===== config.mk =====
export PLATFORM = sky130hd
export DESIGN_NAME = alarm_unit
export DESIGN_NICKNAME = d
export VERILOG_FILES = /design/src/rtl/alarm_pkg.sv /design/src/rtl/alarm_unit_time_to_minutes.sv /design/src/rtl/alarm_unit.sv
export SDC_FILE = /design/constraint.sdc
export NUM_CORES = 1
export LEC_CHECK = 0
export ABC_AREA = 1
export CAP_MARGIN = 10
export CELL_PAD_IN_SITES_DETAIL_PLACEMENT = 0
export CELL_PAD_IN_SITES_GLOBAL_PLACEMENT = 2
export CORE_ASPECT_RATIO = 1.75
export CORE_UTILIZATION = 31
export CTS_BUF_LIST = sky130_fd_sc_hd__clkbuf_16
export DETAILED_ROUTE_END_ITERATION = 10
export HOLD_SLACK_MARGIN = 0.08
export PLACE_DENSITY = 0.85
export SLEW_MARGIN = 20
export SYNTH_ARGS = -nofsm -noshare
export SYNTH_HDL_FRONTEND = slang
export SYNTH_SLANG_ARGS = --single-unit

===== constraint.sdc =====
create_clock -name clk -period 1.9 [get_ports clk]
set_input_delay 0.38 -clock clk [delete_from_list [all_inputs] [get_ports clk]]
set_output_delay 0.38 -clock clk [all_outputs]
set_load 0.1 [all_outputs]

===== src/rtl/alarm_pkg.sv =====
// Shared definitions for the alarm unit: time-word field offsets, FSM encoding
// and day length in minutes.
package alarm_pkg;

  localparam int H1_LSB = 18;
  localparam int H0_LSB = 14;
  localparam int M1_LSB = 11;
  localparam int M0_LSB = 7;
  localparam int S1_LSB = 4;
  localparam int S0_LSB = 0;

  localparam int MINUTES_PER_DAY = 1440;

  typedef enum logic [1:0] {
    ST_IDLE    = 2'd0,
    ST_RINGING = 2'd1,
    ST_SNOOZE  = 2'd2
  } alarm_state_t;

endpackage


===== src/rtl/alarm_unit_time_to_minutes.sv =====
// Combinational conversion of a packed-BCD time word plus PM flag into an
// 11-bit minute-of-day (0..1439).
module time_to_minutes
  import alarm_pkg::*;
(
  input  logic [19:0] hh_mm_ss,
  input  logic        am_pm,
  input  logic        mode12h,
  output logic [10:0] minute_of_day
);

  logic [10:0] h1, h0, m1, m0;
  logic [10:0] hour24;

  always_comb begin
    h1 = {9'd0, hh_mm_ss[H1_LSB +: 2]};
    h0 = {7'd0, hh_mm_ss[H0_LSB +: 4]};
    m1 = {8'd0, hh_mm_ss[M1_LSB +: 3]};
    m0 = {7'd0, hh_mm_ss[M0_LSB +: 4]};
    // 12h display form counts twelve o'clock as 0, so PM is a plain +12
    hour24 = h1 * 11'd10 + h0 + ((mode12h & am_pm) ? 11'd12 : 11'd0);
    minute_of_day = hour24 * 11'd60 + m1 * 11'd10 + m0;
  end

endmodule


===== src/rtl/alarm_unit.sv =====
// Four-slot alarm comparator with ringing/snooze state machine and debounced-free
// (synchronised, edge-detected) stop/snooze buttons.
module alarm_unit
  import alarm_pkg::*;
#(
  parameter int RING_SECS   = 60,
  parameter int SNOOZE_SECS = 300,
  parameter int MAX_SNOOZE  = 3
) (
  input  logic        clk,
  input  logic        rst,
  input  logic        sec_tick,
  input  logic [19:0] hh_mm_ss,
  input  logic        am_pm,
  input  logic        mode12h,
  input  logic        set_time,
  input  logic        alarm_wr,
  input  logic [1:0]  alarm_id,
  input  logic [19:0] alarm_time,
  input  logic        alarm_am_pm,
  input  logic        alarm_en_in,
  input  logic        btn_stop,
  input  logic        btn_snooze,
  output logic        ring,
  output logic        buzzer,
  output logic [1:0]  active_id,
  output logic [1:0]  snooze_cnt,
  output logic [3:0]  alarm_armed
);

  localparam logic [8:0] RING_LAST   = 9'(RING_SECS - 1);
  localparam logic [8:0] SNOOZE_LAST = 9'(SNOOZE_SECS - 1);
  localparam logic [1:0] SNOOZE_MAX  = 2'(MAX_SNOOZE);

  alarm_state_t state, state_d;
  logic [10:0]  slot [4];
  logic [3:0]   en;
  logic [10:0]  cur_min, wr_min;
  logic [8:0]   sec_cnt;
  logic         phase;

  logic [1:0] stop_sync, snz_sync;
  logic       stop_prev, snz_prev, stop_p, snz_p;

  logic [3:0] match_vec;
  logic       match;
  logic [1:0] winner;
  logic       start_event, start_snooze, restart_ring;

  time_to_minutes u_cur (
    .hh_mm_ss     (hh_mm_ss),
    .am_pm        (am_pm),
    .mode12h      (mode12h),
    .minute_of_day(cur_min)
  );

  time_to_minutes u_wr (
    .hh_mm_ss     (alarm_time),
    .am_pm        (alarm_am_pm),
    .mode12h      (mode12h),
    .minute_of_day(wr_min)
  );

  always_comb begin
    winner = 2'd0;
    for (int i = 0; i < 4; i++) match_vec[i] = en[i] && (slot[i] == cur_min);
    for (int i = 3; i >= 0; i--) if (match_vec[i]) winner = 2'(i);
    match = sec_tick && !set_time && (hh_mm_ss[6:0] == 7'd0) && (|match_vec);
  end

  always_ff @(posedge clk or negedge rst) begin
    if (!rst) begin
      for (int i = 0; i < 4; i++) slot[i] <= 11'd0;
      en <= 4'd0;
    end else if (alarm_wr) begin
      slot[alarm_id] <= wr_min;
      en[alarm_id]   <= alarm_en_in;
    end
  end

  // 2-FF synchroniser, then a registered rising-edge pulse (3 clk from the edge)
  always_ff @(posedge clk or negedge rst) begin
    if (!rst) begin
      stop_sync <= 2'd0;
      snz_sync  <= 2'd0;
      stop_prev <= 1'b0;
      snz_prev  <= 1'b0;
      stop_p    <= 1'b0;
      snz_p     <= 1'b0;
    end else begin
      stop_sync <= {stop_sync[0], btn_stop};
      snz_sync  <= {snz_sync[0], btn_snooze};
      stop_prev <= stop_sync[1];
      snz_prev  <= snz_sync[1];
      stop_p    <= stop_sync[1] & ~stop_prev;
      snz_p     <= snz_sync[1] & ~snz_prev;
    end
  end

  always_comb begin
    state_d      = state;
    start_event  = 1'b0;
    start_snooze = 1'b0;
    restart_ring = 1'b0;
    case (state)
      ST_IDLE: begin
        if (match) begin
          state_d     = ST_RINGING;
          start_event = 1'b1;
        end
      end
      ST_RINGING: begin
        if (stop_p) begin
          state_d = ST_IDLE;
        end else if (snz_p && (snooze_cnt < SNOOZE_MAX)) begin
          state_d      = ST_SNOOZE;
          start_snooze = 1'b1;
        end else if (sec_tick && (sec_cnt == RING_LAST)) begin
          state_d = ST_IDLE;
        end
      end
      ST_SNOOZE: begin
        if (stop_p) begin
          state_d = ST_IDLE;
        end else if (sec_tick && (sec_cnt == SNOOZE_LAST)) begin
          state_d      = ST_RINGING;
          restart_ring = 1'b1;
        end
      end
      default: state_d = ST_IDLE;
    endcase
  end

  always_ff @(posedge clk or negedge rst) begin
    if (!rst) begin
      state      <= ST_IDLE;
      active_id  <= 2'd0;
      snooze_cnt <= 2'd0;
      sec_cnt    <= 9'd0;
      phase      <= 1'b0;
    end else begin
      state <= state_d;
      if (start_event) begin
        active_id  <= winner;
        snooze_cnt <= 2'd0;
        sec_cnt    <= 9'd0;
        phase      <= 1'b0;
      end else if (start_snooze) begin
        snooze_cnt <= snooze_cnt + 2'd1;
        sec_cnt    <= 9'd0;
      end else if (restart_ring) begin
        sec_cnt <= 9'd0;
        phase   <= 1'b0;
      end else if (sec_tick && (state != ST_IDLE)) begin
        sec_cnt <= sec_cnt + 9'd1;
        if (state == ST_RINGING) phase <= ~phase;
      end
    end
  end

  assign ring        = (state == ST_RINGING);
  assign buzzer      = ring & ~phase;
  assign alarm_armed = en;

endmodule


# After elaboration in Yosys (flattened, before gate mapping)
# Index checks and enable logic that the tools add are counted.
[totals]
regBits = 72
output_inout_bits = 10
word_cells = 120
[classes]
addsub = 10
n_mul = 6
order_cmp = 5
eq_ne = 12
muxes = 38
n_bitwise = 9
reduce_logical = 24
[ops]
columns = ["operator", "n"]
rows = [
  ["bitwise mux 44 bit", 1],
  ["== test 11 bit", 4],
  ["two-way mux 9 bit", 4],
  ["two-way mux 2 bit", 12],
  ["adder 11 bit", 2],
  ["adder 11 x 4 -> 11 bit", 2],
  ["adder 11 x 7 -> 11 bit", 2],
  ["demux 11 bit (select 2 bit)", 1],
  ["multiplier 11 x 4 -> 9 bit, second input constant", 2],
  ["adder 6 x 4 -> 7 bit", 2],
  ["two-way mux 1 bit", 14],
  ["logical AND 1 bit", 13],
  ["multiplier 3 x 3 -> 6 bit, second input constant", 2],
  ["two-way mux 11 bit", 1],
  ["multiplier 2 x 3 -> 5 bit, second input constant", 2],
  ["adder 9 x 1 -> 9 bit, second input constant", 1],
  ["== test 9 x 6 -> 1 bit, second input constant", 1],
  ["== test 9 bit, second input constant", 1],
  ["two-way mux 4 bit", 2],
  ["logical NOT 7 bit", 1],
  ["case mux 2 bit (3 select lines)", 1],
  ["AND reduction 3 bit", 2],
  ["nonzero test 3 bit", 2],
  ["AND 1 bit", 5],
  ["other kinds (20)", 24],
]

# Logic depth before layout (Yosys ltp)
[depth]
ltp_word = 14
mapped_depth = 40
ltp_nobuf = 40

# By module
# From an unflattened synthesis, not the netlist that was laid out.
[unflattened]
hier_cells = 854
area_unflattened_um2 = 6234.7
[by_module_without_submodules]
columns = ["module", "n_inst", "cells_per_inst", "area_each_um2", "seq_area_each_um2"]
rows = [
  ["alarm_unit", 1, 516, 3754.9, 1801.7],
  ["time_to_minutes at u_wr", 1, 169, 1241.2, 0.0],
  ["time_to_minutes at u_cur", 1, 169, 1238.7, 0.0],
]

# Least setup slack after synthesis
# No wires, ideal clock.
[synth_path]
path_type = "input to register"
start = "input hh_mm_ss[15]"
end = "register sec_cnt[6]"
setup_ps = 118
arrival_ps = 5746
slack_ps = -3964
stages = 36
cell_sequence = "ha_1 inv_1 fa_1 inv_1 ha_1 inv_1 fa_1 inv_1 fa_1 inv_1 fa_1 inv_1 ha_1 nand2_1 nand2_1 a31oi_1 xor2_1 inv_1 ha_1 a21oi_1 nand2_1 nor2_1 nand2_1 nand2_2 xor2_1 nand3_1 nor2_1 nand3_2 nand2_2 inv_2 nand2_4 nand3_4 nand2_4 inv_2 nand3_1 nand2_1"
[synth_between]
elab_chain_cells = 12
word_cells_on_any_way = 19
classes_between = "add/sub: 4; mul: 1; eq/ne: 4; mux: 3; reduce/logical: 7"
[synth_rtl]
columns = ["item", "line_no", "rtl"]
rows = [
  ["start: declaration", "alarm_unit.sv:13", "input logic [19:0] hh_mm_ss,"],
  ["adder 6 x 4 -> 7 bit (*)", "alarm_unit_time_to_minutes.sv:21", "hour24 = h1 * 11'd10 + h0 + ((mode12h & am_pm) ? 11'd12 : 11'd0);"],
  ["adder 11 bit (*)", "alarm_unit_time_to_minutes.sv:21", ""],
  ["multiplier 11 x 4 -> 9 bit (*)", "alarm_unit_time_to_minutes.sv:22", "minute_of_day = hour24 * 11'd60 + m1 * 11'd10 + m0;"],
  ["adder 11 x 7 -> 11 bit (*)", "alarm_unit_time_to_minutes.sv:22", ""],
  ["adder 11 x 4 -> 11 bit (*)", "alarm_unit_time_to_minutes.sv:22", ""],
  ["== test 11 bit", "alarm_unit.sv:66", "for (int i = 0; i < 4; i++) match_vec[i] = en[i] && (slot[i] == cur_min);"],
  ["logical AND 1 bit", "alarm_unit.sv:66", ""],
  ["OR reduction 4 bit (*)", "alarm_unit.sv:68", "match = sec_tick && !set_time && (hh_mm_ss[6:0] == 7'd0) && (|match_vec);"],
  ["logical AND 1 bit (*)", "alarm_unit.sv:68", ""],
  ["two-way mux 1 bit (*)", "alarm_unit.sv:107", "if (match) begin"],
  ["two-way mux 1 bit (*)", "alarm_unit.sv:105", "case (state)"],
  ["nonzero test 4 bit (no line) or two-way mux 9 bit (tied branches)", "n/a", ""],
  ["end signal: assignment", "alarm_unit.sv:155", "sec_cnt <= sec_cnt + 9'd1;"],
  ["end: declaration", "alarm_unit.sv:39", "logic [8:0] sec_cnt;"],
]
# Every way passes the cells marked *; elsewhere a longest branch is shown, timed or not.
# A chain may end at the register's enable or synchronous reset.

# Final worst setup path
[layout_path]
start = "input hh_mm_ss[18]"
end = "register state[0]"
[layout_between]
elab_chain_cells = 12
word_cells_on_any_way = 18
classes_between = "add/sub: 4; mul: 2; eq/ne: 5; reduce/logical: 7"
[layout_rtl]
columns = ["item", "line_no", "rtl"]
rows = [
  ["multiplier 2 x 3 -> 5 bit (*)", "alarm_unit_time_to_minutes.sv:21", ""],
  ["adder 6 x 4 -> 7 bit (*)", "alarm_unit_time_to_minutes.sv:21", ""],
  ["adder 11 bit (*)", "alarm_unit_time_to_minutes.sv:21", ""],
  ["multiplier 11 x 4 -> 9 bit (*)", "alarm_unit_time_to_minutes.sv:22", ""],
  ["adder 11 x 7 -> 11 bit (*)", "alarm_unit_time_to_minutes.sv:22", ""],
  ["adder 11 x 4 -> 11 bit (*)", "alarm_unit_time_to_minutes.sv:22", ""],
  ["== test 11 bit", "alarm_unit.sv:66", ""],
  ["logical AND 1 bit", "alarm_unit.sv:66", ""],
  ["OR reduction 4 bit (*)", "alarm_unit.sv:68", ""],
  ["logical AND 1 bit (*)", "alarm_unit.sv:68", ""],
  ["!= test 2 bit (no line) (*)", "n/a", ""],
  ["AND reduction 3 bit (no line) (*)", "n/a", ""],
  ["end signal: assignment", "alarm_unit.sv:142", "state <= state_d;"],
  ["end: declaration", "alarm_unit.sv:35", "alarm_state_t state, state_d;"],
]
# Marked as above.

==> impl_metrics.tcl <==
set metrics [dict create \
    die_w_um 109 \
    totalPowerFinal_mw 18.5 \
    die_y_um 188 \
    cp-startpoint "hh_mm_ss[18]" \
    wl_per_cell_um 12.4 \
    synth-seq-cells 72 \
    slew_viol_final 0 \
    syn_avg_cell_area_um2 7.58 \
    tightest_slew_ps 477 \
    ys_types 38 \
    fin_crit_sh 2.92 \
    crit_path_frequent_cell "inv_2" \
    crit_path_top_delay_cell "fa_2" \
    drt-initial-drc-count 228 \
    htree_num_levels 3 \
    fin_ws_ps -3650 \
    overflow 0 \
    rsz0062_at_grt "true" \
    area.growth.synth_to_final_pct 50.1 \
    start_util 0.319 \
    grtUsageMet1 0.166 \
    peakVddDrop_uv 1320 \
    setup_viol 47 \
    maxCapViolCount 0 \
    finalClockSkew_ps 6.14 \
    via_count 5714 \
    power_leakage_nw 4.66 \
    postRouteAntennaNets 0 \
    status "finished with violations" \
    drive_above_1_share 0.317 \
    synthCells 812 \
    grt_max_degree 54 \
    critPathRequiredTime_ps 2120 \
    drc 0 \
    root_buffer "clkbuf_16" \
    slew-limit-headroom 0.679 \
    worstPathArrival_ps 5770 \
    die_area_um2 20500 \
    cts_max_path_buffers 2 \
    io_pins 63 \
    endpoint_kind "flip-flop" \
    crit_type "in2reg" \
    grt_pass1_vias 5796 \
    final_common_cell "nand2_1" \
    firstDrtPassIters 4 \
    syn_area_um2 6160 \
    io_buffer_count 55 \
    dpl.cell_count 1224 \
    finalHoldViolCount 0 \
    powerDensity_nw_per_um2 2000 \
    worstSkewPairLatency_ps 330 \
    critPathMaxFanout 4 \
    dp_hpwl_mm 12.9 \
    critical_path.max_stage_delay_ps 580 \
    grt_use_met2 0.332 \
    core_um2 19300 \
    rr_worst_depth 18 \
    r2r_setup_slack_ps -290 \
    cts_buffers 9 \
    finalCriticalPeriod_ps 5550 \
    start_kind "input pin" \
    cts.sink_count 72 \
    gp_routability_congestion 0.781 \
    ys_seq_area_frac 0.293 \
    totalWireLength_mm 15.6 \
    cts_tree "yes" \
    ys_warn_count 0 \
    r2r_start "slot[11]$_DFFE_PN0P_" \
    whs_ps 347 \
    grt.busiest_layer "met2" \
    antenna_found_initial 0 \
    grt_usage 0.163 \
    postLayoutCoreUtil 0.479 \
    r2r-end "sec_cnt[7]$_DFFE_PN0P_" \
    violations "negative setup slack" \
    use_met3 0.0114 \
    antennaDiodeCount 0 \
    mappedNetlistNets 951 \
    max_freq_mhz 180 \
    min_path_type "reg2reg" \
    cp-endpoint "state[0]$_DFFE_PN0P_" \
    viasPerCell 4.52 \
    path_clk_slew_ps 60 \
    final_cell_mix "nand2_1 (171), buf_4 (125), inv_1 (122), dfrtp_1 (72), nor2_1 (46)" \
    grt_pass1_wl_mm 26.0 \
    layout.cells.non_filler 1263 \
    layout.nets 1156 \
    fp-row-count 67 \
]
-- per-stage QoR --
stage	setup WS, ps	instance area, um2	setup TNS [ps]
6_report	-3650	9240	-118340
5_1_grt	-4000	9240	-127650
4_1_cts	-3680	9010	-119870
3_5_place_dp	-4590	8380	-156150
3_3_place_gp	-4470	8380	-153700
2_1_floorplan	-3700	6490	-116760
-- where the power goes --
group / leakage, nW / internal (mW) / switching (mW) / total (mW)
logic: 3.62 / 6.84 / 7.50 / 14.3
registers: 0.888 / 2.01 / 0.367 / 2.38
clock network: 0.149 / 1.15 / 0.669 / 1.82
-- worst min-delay path by stage --
stage                           startpoint                          to  slack (ps)  cells after the start
floorplan                              rst    active_id[0]$_DFFE_PN0P_          80                      0
global placement                       rst  alarm_armed[1]$_DFFE_PN0P_         300                      1
detailed placement                     rst        slot[22]$_DFFE_PN0P_         300                      1
CTS                 stop_sync[0]$_DFF_PN0_      stop_sync[1]$_DFF_PN0_         350                      0
global route        stop_sync[0]$_DFF_PN0_      stop_sync[1]$_DFF_PN0_         350                      0
finish               snz_sync[0]$_DFF_PN0_       snz_sync[1]$_DFF_PN0_         350                      0
-- metal layers --
metal,vias up,routed length (um)
met1,2654,5920
met5,-,0
li1,3003,-
met3,10,203
met4,0,234
met2,47,9270
-- synth_stat cells (all sizes together) --
cell    number  area (um2)
nand2      201         795
inv        147         552
dfrtp       72        1800
o21ai       61         305
ha          59         738
nand3       59         333
nor2        55         216
xor2        29         262
a21oi       27         139
fa          27         541
nand4       16         100
nor3        11        60.1
xnor2        9        78.8
clkbuf       8        30.0
or2          7        43.8
o22ai        5        31.3
nand3b       4        30.0
nor4         4        25.0
a21boi       2        15.0
and2         2        12.5
a211oi       1        7.51
a31o         1        8.76
a31oi        1        6.26
a32oi        1        8.76
and3         1        6.26
clkinv       1        3.75
o21bai       1        7.51
-- registers in the layout, summed over array words and instances, names as in the netlist --
name         flops
stop_prev        1
snooze_cnt       2
stop_p           1
sec_cnt          9
alarm_armed      4
snz_prev         1
phase            1
slot            44
state            2
stop_sync        2
active_id        2
snz_p            1
snz_sync         2
-- kinds of logic after synthesis --
family	count (synthesis)	synth area share
buffers and inverters	156	0.0951
xor gates and xnor gates	38	0.0553
AOI/OAI and AO/OA	100	0.0860
adders and majority gates	86	0.208
and+or+nand+nor	360	0.263
DFF	72	0.293
-- worst max-delay path, delay by kind of cell --
| family | cells | cell delay (ps) |
|---|---|---|
| buffers and inverters | 13 | 960 |
| AOI/OAI and AO/OA | 1 | 60 |
| and+or+nand+nor | 14 | 1060 |
| adders and majority gates | 9 | 3160 |
| xor gates and xnor gates | 1 | 130 |
-- timing repair --
item                       in CTS  in global routing
pin swaps                      52                 41
setup buffers                  11                 12
hold endpoints to repair       10                  0
cloned                          0                  0
gates resized for setup        85                 49
setup endpoints to repair      47                 47
hold buffers                    1                  0
-- area by class of cell --
class	instances	area, um2
fillers	1960	10000
multi-input cells	584	4410
repair buffers	202	1850
flip-flops and latches	72	1800
inverters	148	561
well taps	241	302
clock buffers	9	225
clock inverters	7	96.3
(Power assumes the default switching activity.)
